[src/rtl/triangle_setup.sv]
// Triangle setup: pops one triangle from the FIFO, computes doubled signed area and a
// screen-clamped bounding box, normalises winding, culls, and hands survivors downstream.
module triangle_setup #(
    parameter int WI       = 8,
    parameter int WF       = 8,
    parameter int SCREEN_W = 128,
    parameter int SCREEN_H = 128,
    parameter int XW       = 7,
    parameter int YW       = 7,
    parameter int AW       = 2 * (WI + WF) + 3
) (
    input  logic                         Clk,
    input  logic                         Reset_n,
    input  logic                         fifo_empty,
    output logic                         fifo_r_en,
    input  logic [2:0][2:0][WI+WF-1:0]   fifo_data,
    output logic                         tri_valid,
    input  logic                         tri_ready,
    output logic [2:0][2:0][WI+WF-1:0]   tri_vert,
    output logic [XW-1:0]                bbox_xmin,
    output logic [XW-1:0]                bbox_xmax,
    output logic [YW-1:0]                bbox_ymin,
    output logic [YW-1:0]                bbox_ymax,
    output logic [AW-1:0]                area2,
    output logic [15:0]                  tri_count,
    output logic [15:0]                  cull_count
);

    localparam int CW = WI + WF;
    localparam int EW = CW + 1;

    localparam logic [2:0] IDLE = 3'd0;
    localparam logic [2:0] REQ  = 3'd1;
    localparam logic [2:0] CAPT = 3'd2;
    localparam logic [2:0] DIFF = 3'd3;
    localparam logic [2:0] AREA = 3'd4;
    localparam logic [2:0] OUT  = 3'd5;

    function automatic logic signed [CW-1:0] floor_px(input logic signed [CW-1:0] v);
        return v >>> WF;
    endfunction

    // Only used on survivors, so a single [0, hi] clamp covers both min and max edges.
    function automatic int clamp_px(input logic signed [CW-1:0] f, input int hi);
        if (f[CW-1]) return 0;
        if (int'(f) > hi) return hi;
        return int'(f);
    endfunction

    function automatic logic [15:0] sat_inc(input logic [15:0] c);
        return (c == 16'hFFFF) ? c : c + 16'd1;
    endfunction

    function automatic logic signed [CW-1:0] min3(input logic signed [CW-1:0] a,
                                                  input logic signed [CW-1:0] b,
                                                  input logic signed [CW-1:0] c);
        logic signed [CW-1:0] m;
        m = (b < a) ? b : a;
        m = (c < m) ? c : m;
        return m;
    endfunction

    function automatic logic signed [CW-1:0] max3(input logic signed [CW-1:0] a,
                                                  input logic signed [CW-1:0] b,
                                                  input logic signed [CW-1:0] c);
        logic signed [CW-1:0] m;
        m = (b > a) ? b : a;
        m = (c > m) ? c : m;
        return m;
    endfunction

    logic [2:0] state;
    logic [2:0] next_state;

    logic [2:0][2:0][CW-1:0] vert_p0;
    logic signed [CW-1:0]    vx0, vx1, vx2, vy0, vy1, vy2;
    logic signed [EW-1:0]    e1x_p1, e1y_p1, e2x_p1, e2y_p1;
    logic signed [CW-1:0]    minx_p1, maxx_p1, miny_p1, maxy_p1;
    logic signed [AW-1:0]    e1x_w, e1y_w, e2x_w, e2y_w;
    logic signed [AW-1:0]    area_c;
    logic signed [CW-1:0]    fminx, fmaxx, fminy, fmaxy;
    logic                    offscreen;
    logic                    cull_c;
    logic                    neg_c;

    // CAPT: FIFO data is valid the cycle after the read strobe
    always_ff @(posedge Clk) begin
        if (state == CAPT) vert_p0 <= fifo_data;
    end

    assign vx0 = vert_p0[0][0];
    assign vy0 = vert_p0[0][1];
    assign vx1 = vert_p0[1][0];
    assign vy1 = vert_p0[1][1];
    assign vx2 = vert_p0[2][0];
    assign vy2 = vert_p0[2][1];

    // DIFF: edge vectors and extents
    always_ff @(posedge Clk) begin
        if (state == DIFF) begin
            e1x_p1  <= EW'(vx1) - EW'(vx0);
            e1y_p1  <= EW'(vy1) - EW'(vy0);
            e2x_p1  <= EW'(vx2) - EW'(vx0);
            e2y_p1  <= EW'(vy2) - EW'(vy0);
            minx_p1 <= min3(vx0, vx1, vx2);
            maxx_p1 <= max3(vx0, vx1, vx2);
            miny_p1 <= min3(vy0, vy1, vy2);
            maxy_p1 <= max3(vy0, vy1, vy2);
        end
    end

    // AREA: full-width cross product, then cull decision
    assign e1x_w  = AW'(e1x_p1);
    assign e1y_w  = AW'(e1y_p1);
    assign e2x_w  = AW'(e2x_p1);
    assign e2y_w  = AW'(e2y_p1);
    assign area_c = e1x_w * e2y_w - e2x_w * e1y_w;
    assign neg_c  = area_c[AW-1];

    assign fminx = floor_px(minx_p1);
    assign fmaxx = floor_px(maxx_p1);
    assign fminy = floor_px(miny_p1);
    assign fmaxy = floor_px(maxy_p1);

    assign offscreen = fmaxx[CW-1] || (int'(fminx) > SCREEN_W - 1) ||
                       fmaxy[CW-1] || (int'(fminy) > SCREEN_H - 1);
    assign cull_c    = (area_c == '0) || offscreen;

    always_comb begin
        next_state = state;
        case (state)
            IDLE:    if (!fifo_empty) next_state = REQ;
            REQ:     next_state = CAPT;
            CAPT:    next_state = DIFF;
            DIFF:    next_state = AREA;
            AREA:    next_state = cull_c ? IDLE : OUT;
            OUT:     if (tri_ready) next_state = IDLE;
            default: next_state = IDLE;
        endcase
    end

    assign fifo_r_en = (state == REQ);
    assign tri_valid = (state == OUT);

    // OUT: registered results held stable until accepted
    always_ff @(posedge Clk or negedge Reset_n) begin
        if (!Reset_n) begin
            state      <= IDLE;
            tri_vert   <= '0;
            bbox_xmin  <= '0;
            bbox_xmax  <= '0;
            bbox_ymin  <= '0;
            bbox_ymax  <= '0;
            area2      <= '0;
            tri_count  <= '0;
            cull_count <= '0;
        end else begin
            state <= next_state;
            if (state == AREA && !cull_c) begin
                tri_vert[0] <= vert_p0[0];
                tri_vert[1] <= neg_c ? vert_p0[2] : vert_p0[1];
                tri_vert[2] <= neg_c ? vert_p0[1] : vert_p0[2];
                area2       <= neg_c ? -area_c : area_c;
                bbox_xmin   <= XW'(clamp_px(fminx, SCREEN_W - 1));
                bbox_xmax   <= XW'(clamp_px(fmaxx, SCREEN_W - 1));
                bbox_ymin   <= YW'(clamp_px(fminy, SCREEN_H - 1));
                bbox_ymax   <= YW'(clamp_px(fmaxy, SCREEN_H - 1));
            end
            if (state == AREA && cull_c) cull_count <= sat_inc(cull_count);
            if (state == OUT && tri_ready) tri_count <= sat_inc(tri_count);
        end
    end

endmodule

[config.mk]
export PLATFORM = sky130hd
export DESIGN_NAME = triangle_setup
export DESIGN_NICKNAME = d
export VERILOG_FILES = /design/src/rtl/triangle_setup.sv
export SDC_FILE = /design/constraint.sdc
export NUM_CORES = 2
export LEC_CHECK = 0
export CORE_MARGIN = 1.5
export CORE_UTILIZATION = 25
export DETAILED_ROUTE_END_ITERATION = 16
export PLACE_DENSITY_LB_ADDON = 0.2
export REMOVE_ABC_BUFFERS = 1
export SLEW_MARGIN = 20
export SYNTH_ARGS = -nofsm -noshare
export SYNTH_HDL_FRONTEND = slang
export SYNTH_SLANG_ARGS = --single-unit
[constraint.sdc]
create_clock -name Clk -period 13.5 [get_ports Clk]
set_clock_uncertainty 0.05 [all_clocks]
set_input_delay 2.7 -clock Clk [delete_from_list [all_inputs] [get_ports Clk]]
set_output_delay 2.7 -clock Clk [all_outputs]
set_load 0.005 [all_outputs]
**Word-level counts from Yosys, hierarchy flattened**

Cells that the tools add are included.

- Bits of input ports: 148
- Output and inout port bits: 241
- Word-level logic and storage cells: 127
- Register bits: 518

- $add $sub $neg: 8
- Bitwise logic cells: 2
- Equal/unequal tests: 9
- $mul: 2
- Reductions and logical operators: 13
- Mux-type cells: 47
- Order comparisons: 12

Operators by type and width:

| kind | number |
|---|---|
| $mux W16 | 8 |
| $mux W48 | 2 |
| $mux W7 | 12 |
| $mul A17 B17 Y34 | 2 |
| $sub A16 B16 Y17 | 4 |
| $gt A16 B16 Y1 | 4 |
| $lt A16 B16 Y1 | 4 |
| $logic_not A35 Y1 | 1 |
| $mux W35 | 1 |
| $neg A35 Y35 | 1 |
| $sub A34 B34 Y35 | 1 |
| $add A16 B1 Y16 const B | 2 |
| $eq A16 B16 Y1 const B | 2 |
| $gt A8 B8 Y1 const B | 4 |
| $mux W1 | 20 |
| $pmux W3 S6 | 1 |
| $mux W3 | 3 |
| $eq A3 B2 Y1 const B | 2 |
| $eq A3 B3 Y1 const B | 2 |
| $reduce_and A2 Y1 | 3 |
| $logic_or A1 B1 Y1 | 4 |
| $eq A3 B1 Y1 const B | 1 |
| $logic_and A1 B1 Y1 | 3 |
| $logic_not A3 Y1 | 1 |
| 4 further kinds | 5 |

**Depth between registers and ports, before layout**

- Depth in word-level cells: 12
- Mapped depth: 33
- Gate-level depth less buffers: 28

**Worst setup path before layout**

No wires, ideal clock.

- Path kind: register -> register
- Start point: reg state[1]
- End point: reg state[1]
- Required time: 13322 ps
- Library setup time: 128 ps
- Stages on the path, launching flop included: 3
- Arrival: 11781 ps
- Path slack: 1541 ps
- Buffers on the path: 0
- Period minus slack after synthesis: 11959 ps
- Path through: dfrtp_1 -> nor3b_1 -> or2_2

- Longest elaborated chain between the ends: 3
- Elaborated cells between the ends (all ways): 10
- Those cells by class: 7 x eq/ne; 1 x mux; 2 x reduce/logical

RTL lines:

| element | RTL line | RTL |
|---|---|---|
| start: declaration | 72 | `logic [2:0] state;` |
| start signal: assignment | 158 | `state <= next_state;` |
| $eq A3 B3 Y1 / $logic_not A3 Y1 (equally long branches) | 131 | `case (state)` |
| $ne A2 B1 Y1 (no source line) / $ne A2 B2 Y1 (equally long branches) | - |  |
| $reduce_and A2 Y1 (no source line) | - |  |

Several ways; a longest one is shown, not always the timed one.
A chain may end at the register's enable or synchronous reset.

**Worst setup path after layout**

- Start point: reg e2y_p1[16]
- End point: reg area2[15]

- Longest elaborated chain between the ends: 6
- Elaborated cells between the ends (all ways): 7
- Those cells by class: 1 x add/sub; 1 x mul; 1 x mux; 4 x reduce/logical

RTL lines:

| element | RTL line | RTL |
|---|---|---|
| start: declaration | 77 | `logic signed [EW-1:0] e1x_p1, e1y_p1, e2x_p1, e2y_p1;` |
| start signal: assignment | 104 | `e2y_p1 <= EW'(vy2) - EW'(vy0);` |
| $mul A17 B17 Y34 * | 117 | `assign area_c = e1x_w * e2y_w - e2x_w * e1y_w;` |
| $sub A34 B34 Y35 * | 117 |  |
| $logic_not A35 Y1 | 127 | `assign cull_c = (area_c == '0) \|\| offscreen;` |
| $logic_or A1 B1 Y1 | 127 |  |
| $logic_not A1 Y1 | 159 | `if (state == AREA && !cull_c) begin` |
| $logic_and A1 B1 Y1 | 159 |  |
| end signal: assignment | 163 | `area2 <= neg_c ? -area_c : area_c;` |
| end: declaration | 24 | `output logic [AW-1:0] area2,` |

Mark *: on every way between the ends. The rest lies on a longest branch, timed or not.

==> summary by stage <==
Outcome
The run finished with clean final reports.

Clock tree
The number of setup buffers added after CTS is 0. The H-tree depth reported by CTS is 2. For this design, the sink count on the clock tree is 486. The clock latency on the worst-skew pair is 0.66 ns. The clock-pin slew reported for the worst setup and hold paths after clock tree synthesis is 0.06 ns.

The buffer type at the clock tree root is sky130_fd_sc_hd__clkbuf_16. The clock tree from TritonCTS is yes. The hold buffer count at cts is 0.

The maximum count of clock buffers along a single path is 3. The number of resized instances in the post-cts repair step is 0. TritonCTS created 56 clock buffers.

Synth
After synthesis the cells add up to 45640 um^2. Sorting the synthesized cells by area gives the leading types as sky130_fd_sc_hd__fa_1 (29%), sky130_fd_sc_hd__edfxtp_1 (16%), sky130_fd_sc_hd__dfrtp_1 (13%). sky130_fd_sc_hd__fa_1 takes more of the synthesized area than any other cell. Yosys instantiated no cell more often than sky130_fd_sc_hd__fa_1. The yosys synthesis warning count is 0. The number of flip-flops and latches in the synthesized netlist is 486. The number of enable-type register cells in the synthesized netlist is 244. The post-synthesis cell type count is 76. A synthesized cell averages 11.02 um^2.

Synthesis produced a netlist whose cell count is 4142. Ranked by instance count, the synthesized netlist is headed by sky130_fd_sc_hd__fa_1 (663), sky130_fd_sc_hd__inv_1 (480), sky130_fd_sc_hd__and2_1 (425), sky130_fd_sc_hd__nand2_1 (353), sky130_fd_sc_hd__ha_1 (282). Among all flip-flop cells after synthesis, the most frequent one is sky130_fd_sc_hd__edfxtp_1. Of the synthesized area, sequential elements account for 0.2932. The share of the synthesized area in the top cell type is 0.2908. The async set-reset flop share out of synthesis is 0.4979.

Floorplan
The floorplan has 156 rows. The total die area is 185100 um^2. The die outline height is 430.3 um. The number of placed I/O pins is 389. The core area is 181100 um^2. For this configuration, the core starts out at a cell density of 0.2520. From left edge to right edge, the die measures 430.3 um.

Worst setup path
Data on the critical path arrives at its endpoint at 11.60 ns. At the worst endpoint, the required time is 13.95 ns. The family of cells with the greatest summed delay on the critical path is adder cells. The end of the worst register-to-register path is area2[15]. Counting both buffers and inverters, the worst setup path holds a total of 5. The highest fanout seen on the critical path is 108. Among all stages on the critical path, the largest delay is contributed by sky130_fd_sc_hd__nor4_2. STA classifies the critical path endpoint as a register.

The delay of the slowest critical-path stage is 0.68 ns. The kind of critical path is reg -> reg. In this run the critical register-to-register path is launched from e2y_p1[16].

The slack of the worst reg-to-reg path is 2.35 ns. In this design, the critical path's most frequently occurring cell is sky130_fd_sc_hd__fa_1. The worst register-to-register path has a depth of 25.

STA classifies the critical path startpoint as a register.

Min path
The worst hold-check path type is reg -> reg. The destination of the worst hold path is tri_vert[38]. In this run the most critical hold path is launched from vert_p0[38].

Along the worst hold path, the cell count comes to 1.

Timing
Setup repair after global routing left no endpoint under its margin. The hold violation count in the final report is 0. The setup-violating endpoint count in the final report is 0.

The final cycle utilization of the critical path is 0.8257. The worst pin sits at a relative slew slack of 0.3042. The slew at the pin closest to its max-slew limit is 1.044 ns. The final critical-path required period is 11.15 ns. The fmax is 89.71 MHz.

Setup slack closes at 2.353 ns. The max-slew violation count came to 0.

Finish
The net count reported at finish is 5541. The share of final-layout standard cells stronger than drive strength 1 is 0.05805. The multi-input combinational cells in the finished layout cover a total of 29780 um^2. Relative to the synthesized area, the layout overhead comes to 18.28%. The area taken by flip-flops and latches is 13380 um^2.

The count of filler cells inserted in the layout is 18709. The number of standard cells in the layout, taps in and fillers out is 6871. The final cell utilization of the core is 0.2980.

GRT
For this run the aggregate overflow at the end of global routing stands at 0. The number of global-route vias before repair is 34409. The initial antenna violation count is 11. For this run, the total global-route usage over all layers was measured as 0.1552. The wire length of the first global-routing pass is 220.3 mm. Entering global routing, the biggest net connects 147 pins.

Detailed routing
Using the TritonRoute via totals, the vias-per-cell ratio works out to 4.573. For this run, the detailed router's first-pass iteration total came to 5. The post-route antenna net violation count is 0. The final layout contains routed wiring with a total length of 143.3 mm. The total via count after detailed routing is 31424. The mean routed wirelength per cell is 20.85 um. The number of DRC markers after the initial detailed-route iteration is 1643. For this run, design rule violations remaining after detail routing come to 0.

Placement
The number of port buffers is 388. The post-DP HPWL is 114.9 mm. Counting tap cells, the placed design contains a total of 6760 instances. The worst-case setup slack after placement is 2.298 ns.

At the end of routability-driven placement, the weighted congestion stood at 0.8706.

Flow run
The number of violations of the max-capacitance limit is 0.
final cells by class:
class                      count  share of cell area
clock inverter                30            0.005053
sequential                   486              0.2479
clock buffer                  76             0.02964
antenna                        5           0.0002318
tap                         2370             0.05493
multi-input combinational   3005              0.5516
timing repair buffer         418             0.07714
inverter                     481             0.03347
cell usage in the layout, fill, tap and decap left out, types with 132 or more instances in the layout:
cell	count
sky130_fd_sc_hd__fa_1	663
sky130_fd_sc_hd__inv_1	479
sky130_fd_sc_hd__and2_1	425
sky130_fd_sc_hd__clkdlybuf4s50_1	387
sky130_fd_sc_hd__nand2_1	353
sky130_fd_sc_hd__ha_1	282
sky130_fd_sc_hd__edfxtp_1	244
sky130_fd_sc_hd__dfrtp_1	242
sky130_fd_sc_hd__a31oi_1	180
sky130_fd_sc_hd__a21oi_1	156
sky130_fd_sc_hd__nor2_1	132
registers in the layout (all words and copies together), names as in the netlist, 16 cells and up:
name        flops
tri_vert      144
vert_p0        48
area2          35
e1x_p1         17
e1y_p1         17
e2x_p1         17
e2y_p1         17
cull_count     16
tri_count      16
vx0            16
vx1            16
vx2            16
vy0            16
vy1            16
vy2            16
cell families after synthesis:
logic type | Yosys count | share of synthesized area
buffers and inverters | 651 | 0.05584
DFF | 486 | 0.2932
xor gates and xnor gates | 140 | 0.02687
and+or+nand+nor | 1160 | 0.1319
muxes | 189 | 0.04545
AOI/OAI and AO/OA | 571 | 0.07860
adders and majority gates | 945 | 0.3681
metal layers:
metal	global-route usage	share of wire
met5	0	0.00084
met1	0.2102	0.45
met2	0.2508	0.46
met4	0.04350	0.027
met3	0.03109	0.056
metrics by stage:
stage          cell area (um^2)  hold WS (ns)  setup TNS, ns
2_1_floorplan             44900        0.4042       -1703.61
3_3_place_gp              52100        0.4058              0
3_5_place_dp              52100        0.4133              0
4_1_cts                   53970        0.4273              0
5_1_grt                   53970        0.4430              0
6_report                  53980        0.4240              0
how the worst max path moves through the flow:
stage	from	end	slack (ns)	cells past startpoint
4_1_cts	e2y_p1[16]	tri_vert[16]	2.21	25
3_5_place_dp	e2y_p1[16]	tri_vert[16]	2.30	25
3_3_place_gp	e2y_p1[16]	area2[0]	2.43	25
2_1_floorplan	e2y_p1[16]	area2[10]	-8.57	24
5_1_grt	e1x_p1[5]	bbox_xmin[6]	1.80	26
6_report	e2y_p1[16]	area2[15]	2.35	25
Power is not shown: default switching activity piles up to over one toggle a cycle in this logic, so the estimate is an artifact.
